$ cat config.mk
export PLATFORM = sky130hd
export DESIGN_NAME = mac_add_scheduler
export DESIGN_NICKNAME = d
export VERILOG_FILES = /design/src/rtl/mac_pkg.sv /design/src/rtl/mac_issue_scoreboard.sv /design/src/rtl/mac_add_scheduler.sv
export SDC_FILE = /design/constraint.sdc
export NUM_CORES = 1
export LEC_CHECK = 0
export CAP_MARGIN = 20
export CELL_PAD_IN_SITES_DETAIL_PLACEMENT = 2
export CELL_PAD_IN_SITES_GLOBAL_PLACEMENT = 2
export CORE_AREA = 5 5 89 91
export DETAILED_ROUTE_END_ITERATION = 16
export DIE_AREA = 0 0 94 96
export PLACE_DENSITY = 0.87
export SLEW_MARGIN = 20
export SYNTH_ARGS = -nofsm -noshare
export SYNTH_HDL_FRONTEND = slang
export SYNTH_HIERARCHICAL = 1
export SYNTH_SLANG_ARGS = --single-unit
$ cat constraint.sdc
create_clock -name clk -period 4 [get_ports clk]
set_input_delay 1.2 -clock clk [delete_from_list [all_inputs] [get_ports clk]]
set_output_delay 1.2 -clock clk [all_outputs]
set_load 0.03 [all_outputs]
$ cat src/rtl/mac_pkg.sv
// -----------------------------------------------------------------------------
// mac_pkg
// Shared definitions for the MAC add-column scheduler slice.
//   state_e         : scheduler FSM state encoding
//   SIZE_DEFAULT    : default number of accumulator columns
//   LATENCY_DEFAULT : default FP add column latency (issue -> write-back)
//   K_W_DEFAULT     : default width of the pass-count input
//   COL_W           : column index width for the default column count
//   col_width()     : column index width for any column count (min 1 bit)
// -----------------------------------------------------------------------------
package mac_pkg;

  localparam int SIZE_DEFAULT    = 16;
  localparam int LATENCY_DEFAULT = 3;
  localparam int K_W_DEFAULT     = 8;
  localparam int COL_W           = $clog2(SIZE_DEFAULT);

  typedef enum logic [1:0] {
    ST_IDLE,
    ST_RUN,
    ST_DRAIN,
    ST_DONE
  } state_e;

  // A single-column build still needs a 1-bit index bus.
  function automatic int col_width(input int size);
    return (size > 1) ? $clog2(size) : 1;
  endfunction

endpackage

$ cat src/rtl/mac_issue_scoreboard.sv
// -----------------------------------------------------------------------------
// mac_issue_scoreboard
// One in-flight bit per accumulator column. A column's bit is set when it is
// issued into the add column and cleared when its write-back is accepted.
//   clk, rstn : clock, asynchronous active-low reset
//   freeze    : hold every bit (add column stalled)
//   set_en    : issue this cycle; set_col selects the bit to set
//   clr_en    : write-back this cycle; clr_col selects the bit to clear
//   inflight  : registered in-flight vector
// -----------------------------------------------------------------------------
module mac_issue_scoreboard
  import mac_pkg::*;
#(
  parameter int  SIZE  = SIZE_DEFAULT,
  localparam int COL_W = col_width(SIZE)
) (
  input  logic             clk,
  input  logic             rstn,
  input  logic             freeze,
  input  logic             set_en,
  input  logic [COL_W-1:0] set_col,
  input  logic             clr_en,
  input  logic [COL_W-1:0] clr_col,
  output logic [SIZE-1:0]  inflight
);

  logic [SIZE-1:0] set_mask;
  logic [SIZE-1:0] clr_mask;

  always_comb begin
    // NOTE: every always_comb output gets a default first so no path leaves
    // it unassigned; otherwise synthesis infers a latch.
    set_mask = '0;
    clr_mask = '0;
    if (set_en) set_mask[set_col] = 1'b1;
    if (clr_en) clr_mask[clr_col] = 1'b1;
  end

  // NOTE: state registers use non-blocking assignments so every flop samples
  // pre-edge values regardless of block ordering. This vector is a handful of
  // flag flops, not a RAM, so it is reset along with the control state.
  always_ff @(posedge clk or negedge rstn) begin
    if (!rstn) begin
      inflight <= '0;
    end else if (!freeze) begin
      // An issue never targets a column that is clearing this cycle (it is
      // blocked while its bit is set), so set and clear cannot collide.
      inflight <= (inflight & ~clr_mask) | set_mask;
    end
  end

endmodule

$ cat src/rtl/mac_add_scheduler.sv
// -----------------------------------------------------------------------------
// mac_add_scheduler
// Feeds multiplier product vectors into a pipelined FP add column, one
// accumulator column per issue, for k_len passes over all SIZE columns.
// A column is never re-issued while its previous sum is still in the add
// column (no bypass), and col_stall freezes the whole scheduler together
// with the add column.
//   clk, rstn                          : clock, asynchronous active-low reset
//   start, k_len                       : job request and pass count
//   busy, done                         : job in progress / final result out
//   prod_valid, prod_ready             : product vector handshake
//   col_stall                          : add column stall (freezes scheduler)
//   issue_valid/col/first/last         : add column issue controls
//   wb_valid_in, wb_col_in, wb_done_in : add column outputs
//   acc_we, acc_waddr                  : accumulator write-back
// -----------------------------------------------------------------------------
module mac_add_scheduler
  import mac_pkg::*;
#(
  parameter int  SIZE    = SIZE_DEFAULT,
  parameter int  LATENCY = LATENCY_DEFAULT,
  parameter int  K_W     = K_W_DEFAULT,
  localparam int COL_W   = col_width(SIZE)
) (
  input  logic             clk,
  input  logic             rstn,
  input  logic             start,
  input  logic [K_W-1:0]   k_len,
  output logic             busy,
  output logic             done,
  input  logic             prod_valid,
  output logic             prod_ready,
  input  logic             col_stall,
  output logic             issue_valid,
  output logic [COL_W-1:0] issue_col,
  output logic             issue_first,
  output logic             issue_last,
  input  logic             wb_valid_in,
  input  logic [COL_W-1:0] wb_col_in,
  input  logic             wb_done_in,
  output logic             acc_we,
  output logic [COL_W-1:0] acc_waddr
);

  localparam logic [COL_W-1:0] LAST_COL = COL_W'(SIZE - 1);

  // The scheduler itself is latency-agnostic (the scoreboard tracks real
  // write-backs); LATENCY only has to describe a realisable add column.
  if (LATENCY < 1) begin : g_latency_check
    $error("mac_add_scheduler: LATENCY must be at least 1");
  end

  state_e           state;
  logic [COL_W-1:0] col;
  logic [K_W-1:0]   pass;
  logic [K_W-1:0]   k_q;
  logic [SIZE-1:0]  inflight;
  logic             fire;
  logic             last_issue;

  // Issue path is purely combinational so the add column sees the issue in
  // the same cycle the product is accepted.
  assign prod_ready  = (state == ST_RUN) && !col_stall && !inflight[col];
  assign fire        = prod_valid && prod_ready;
  assign last_issue  = (col == LAST_COL) && (pass == k_q - K_W'(1));

  assign issue_valid = fire;
  assign issue_col   = col;
  assign issue_first = fire && (pass == '0);
  assign issue_last  = fire && last_issue;

  assign acc_we      = wb_valid_in && !col_stall;
  assign acc_waddr   = wb_col_in;

  mac_issue_scoreboard #(
    .SIZE (SIZE)
  ) u_scoreboard (
    .clk      (clk),
    .rstn     (rstn),
    .freeze   (col_stall),
    .set_en   (fire),
    .set_col  (col),
    .clr_en   (wb_valid_in),
    .clr_col  (wb_col_in),
    .inflight (inflight)
  );

  // Control FSM with registered busy/done. A stall holds every register,
  // including the state, so the scheduler and add column stay in lockstep.
  always_ff @(posedge clk or negedge rstn) begin
    if (!rstn) begin
      state <= ST_IDLE;
      col   <= '0;
      pass  <= '0;
      k_q   <= '0;
      busy  <= 1'b0;
      done  <= 1'b0;
    end else if (!col_stall) begin
      unique case (state)
        ST_IDLE: begin
          if (start) begin
            busy <= 1'b1;
            if (k_len == '0) begin
              // Empty job: nothing to issue, report completion next cycle.
              state <= ST_DONE;
              done  <= 1'b1;
            end else begin
              state <= ST_RUN;
              k_q   <= k_len;
              col   <= '0;
              pass  <= '0;
            end
          end
        end
        ST_RUN: begin
          if (fire) begin
            if (col == LAST_COL) begin
              col  <= '0;
              pass <= pass + K_W'(1);
            end else begin
              col <= col + COL_W'(1);
            end
            if (last_issue) state <= ST_DRAIN;
          end
        end
        ST_DRAIN: begin
          // The last issue carries the add column done flag; its write-back
          // is the final result leaving the column.
          if (wb_valid_in && wb_done_in) begin
            state <= ST_DONE;
            done  <= 1'b1;
          end
        end
        ST_DONE: begin
          state <= ST_IDLE;
          done  <= 1'b0;
          busy  <= 1'b0;
        end
        default: begin
          state <= ST_IDLE;
          done  <= 1'b0;
          busy  <= 1'b0;
        end
      endcase
    end
  end

endmodule

==> metrics.md <==
| Metric | Value |
|---|---|
| Element type at the critical path end | `primary output` |
| Floorplan die area | `9020 um2` |
| HPWL Detailed | `6120 um` |
| Actual transition at the worst max-transition pin | `953 ps` |
| Remaining global-route overflow | `0` |
| Number of inserted filler cells in the final layout | `789` |
| Final weighted congestion of routability-driven global placement | `0.837` |
| Post-layout net count | `330` |
| Peak supply drop | `0.000184 V` |
| Vias in the first global route | `2626` |
| Min Tclk post-route | `3840 ps` |
| Mux contribution to synthesized area | `9.21%` |
| H-tree lvl count | `2` |
| Number of search-and-repair iterations in the first detailed-routing pass | `4` |
| Post-synthesis average cell area | `9.66 um2` |
| Initial drt markers | `73` |
| Clock-pin transition on the worst setup and hold timing paths | `80 ps` |
| Slew Limit Headroom | `36.4%` |
| Clock power share | `18.2%` |
| Mean number of vias per cell | `5.72` |
| Async SR Flop Fraction | `100%` |
| Max Fanout on Critical Path | `8` |
| Final max-slew violation count | `0` |
| Global-route wire length before repair | `13700 um` |
| Max Root-Sink Buffers | `2` |
| Cell internal pwr | `1.17 mW` |
| Number of flip-flops and latches in the synthesized netlist | `40` |
| Setup Viol. Count Final | `0` |
| Largest family of logic cells by synthesized area | `compound AO/OA/AOI/OAI gates` |
| Core outline area | `7060 um2` |
| Max Cap Viol | `0` |
| Post-placement cell count | `395` |
| Syn_nets | `297` |
| Antenna-violating nets left | `0` |
| Count of yosys warnings during synthesis | `6` |
| Proportion of power drawn by flip-flops and latches | `32.6%` |
| TritonCTS clock tree | `done` |
| Flip-flop cell with the highest count after synthesis | `dfrtp_1` |
| Type of origin of the critical path | `input pin` |
| Area added between synthesis and finish | `20.2%` |
| Leading cell type in the layout, fill and taps excluded | `dfrtp_1` |
| Power share of the combinational group | `49.2%` |
| Pwr per Cell Area | `660 nW/um2` |
| Buffer cell driving the clock tree root | `clkbuf_8` |
| Timing-limited maximum frequency | `260 MHz` |
| Count of buffers from port buffering | `33` |
| Share of synthesized cell area in and, or, nand and nor gates | `18.5%` |
| Final Skew | `3.87 ps` |
| Mean routed wirelength per cell | `20.2 um` |
| Arrival time at the worst endpoint | `2640 ps` |
| Starting utilization of the core area | `36.9%` |
| RSZ-0062 raised after global routing | `false` |
| TritonCTS sink count | `40` |
| Layout cells sized above 1 | `15.1%` |
| Mapped cell area | `2610 um2` |
| Worst EP required | `2800 ps` |
| Clk_lat worst skew | `290 ps` |
| Total DRC errors in the routed layout | `0` |
| Worst min path class | `reg2reg` |
| Status | `finished clean` |
| Sequential-to-total area share from yosys stat | `38.4%` |
| Overall fraction of global-route tracks in use | `19.4%` |
| Adder-Cell Fraction of Synth Area | `3.84%` |
| Antenna violations before repair | `0` |
| Most used cells in the layout excluding fill and tap cells | `dfrtp_1, o21ai_1, clkdlybuf4s50_1, o21ai_0, inv_1` |
| Fraction of the mapped netlist area in compound gates | `21.7%` |
| Share of the synthesized netlist area taken by xor and xnor gates | `3.02%` |
| Post-route fraction of the period consumed by the critical path | `96.0%` |
| Total net switching power | `0.900 mW` |
| Number of placement rows | `31` |
| Die Y-Extent | `96 um` |
| Fraction of power spent switching nets | `43.5%` |
| Count of non-filler cells in the finished layout | `403` |
| Synth Instances | `270` |
| Via total after detailed routing | `2307` |
| Final routed wirelength across all metal layers | `8130 um` |
| Number of flops mapped to enable cells by yosys | `0` |
| Number of inserted diodes | `0` |
| Worst Path Class, Setup | `in2out` |
| Maximum number of pins on one net before global-route repair | `41` |
| Count of unique library cells instantiated by Yosys | `62` |
| Final total negative setup slack | `0 ps` |
| Cell leakage power | `1.34 nW` |
| Total CTS buffers | `5` |
| Fin. Hold Viols | `0` |
| Die X | `94 um` |
| Num ports | `34` |
per-layer routing:
layer / vias up / track usage (%) / wire length (um)
li1: 1062 / - / -
met3: 6 / 2.35 / 280
met4: 0 / 3.97 / 61
met1: 1193 / 23.7 / 3520
met5: - / 0 / 0
met2: 46 / 36.5 / 4270
area by class of cell:
| cell class | instances | area (um2) | share of cell area [%] |
|---|---|---|---|
| clock buffers | 7 | 96.3 | 3.07 |
| clock inverters | 1 | 30.0 | 0.958 |
| inverters | 14 | 53.8 | 1.72 |
| multi-input cells | 203 | 1470 | 46.8 |
| flip-flops and latches | 40 | 1000 | 31.9 |
| well taps | 99 | 124 | 3.95 |
| repair buffers | 39 | 363 | 11.6 |
sequential cells by signal, summed over array words and instances (netlist names):
| name | count |
|---|---|
| u_scoreboard/inflight | 16 |
| busy | 1 |
| k_q | 8 |
| state | 2 |
| pass | 8 |
| done | 1 |
| issue_col | 4 |
logic make-up after synthesis:
logic type | count (synthesis)
compound gates | 89
flops | 40
mux | 19
fa+ha+maj | 8
simple gates | 78
xor+xnor | 9
buf+inv | 27
power groups by stage:
stage                     Sequential (mW)  Combinational [mW]  Clock, mW
after floorplan                     0.688               0.678          0
after global placement              0.676               0.962          0
after detailed placement            0.685                1.01          0
after CTS                           0.679                1.03      0.385
after global routing                0.699                1.12      0.396
final                               0.675                1.02      0.376
synth_stat cells, types with 3 or more instances:
| library cell | count | area (um2) |
|---|---|---|
| dfrtp_1 | 40 | 1000 |
| o21ai_1 | 31 | 155 |
| o21ai_0 | 21 | 105 |
| inv_1 | 13 | 48.8 |
| nand2_1 | 12 | 45.0 |
| nor2_1 | 11 | 41.3 |
| mux2_2 | 10 | 113 |
| ha_1 | 8 | 100 |
| nand3_1 | 8 | 40.0 |
| a21oi_1 | 6 | 30.0 |
| mux2i_1 | 6 | 60.1 |
| xnor2_1 | 6 | 52.6 |
| and3_1 | 5 | 31.3 |
| buf_4 | 5 | 37.5 |
| nand2b_1 | 5 | 31.3 |
| nor2b_1 | 5 | 31.3 |
| nor3_1 | 4 | 20.0 |
| o31ai_1 | 4 | 30.0 |
| or3_1 | 4 | 25.0 |
| a211oi_1 | 3 | 22.5 |
| a21o_1 | 3 | 22.5 |
| a31oi_1 | 3 | 18.8 |
| buf_2 | 3 | 15.0 |
| mux4_2 | 3 | 67.6 |
| nand4_1 | 3 | 18.8 |
| nand4bb_1 | 3 | 33.8 |
| xor2_1 | 3 | 26.3 |
final timing paths:
check | slack, ps | from | end | depth (start not counted)
worst max register to register | 1040 | issue_col[0]$_DFFE_PN0P_ | u_scoreboard/inflight[3]$_DFFE_PN0N_ | 9
worst min register to register | 500 | u_scoreboard/inflight[10]$_DFFE_PN0N_ | u_scoreboard/inflight[10]$_DFFE_PN0N_ | 2
min in group asynchronous | 1050 | rstn | pass[3]$_DFFE_PN0P_ | 1
worst min-delay path | 500 | u_scoreboard/inflight[10]$_DFFE_PN0N_ | u_scoreboard/inflight[10]$_DFFE_PN0N_ | 2
worst max-delay path | 160 | prod_valid | issue_first | 7
max in group asynchronous | 2360 | rstn | k_q[1]$_DFFE_PN0P_ | 1
what timing repair did:
action,4_1_cts,5_1_grt
endpoints found under the setup margin,0,1
resized for setup,0,1
hold endpoints to repair,0,0
hold buffers,0,0
setup buffers,0,0
stage by stage:
stage	hold slack [ps]	cell area [um2]	power [mW]	setup WS (ps)	utilization [%]
after global placement	477	3010	1.64	176	42.6
after floorplan	458	2610	1.37	287	-
after global routing	545	3130	2.22	79.3	44.4
after CTS	513	3130	2.09	69.4	44.4
final	503	3130	2.07	159	44.4
after detailed placement	494	3010	1.70	80.2	42.6
worst max-delay path, cell delays in order:
cell and delay, ps:
clkdlybuf4s50_1 440, nor2b_1 150, o311a_1 260, o211ai_4 140, clkinv_2 130, and3_1 160, buf_4 160
No activity file was read; power rests on OpenSTA's default activity.
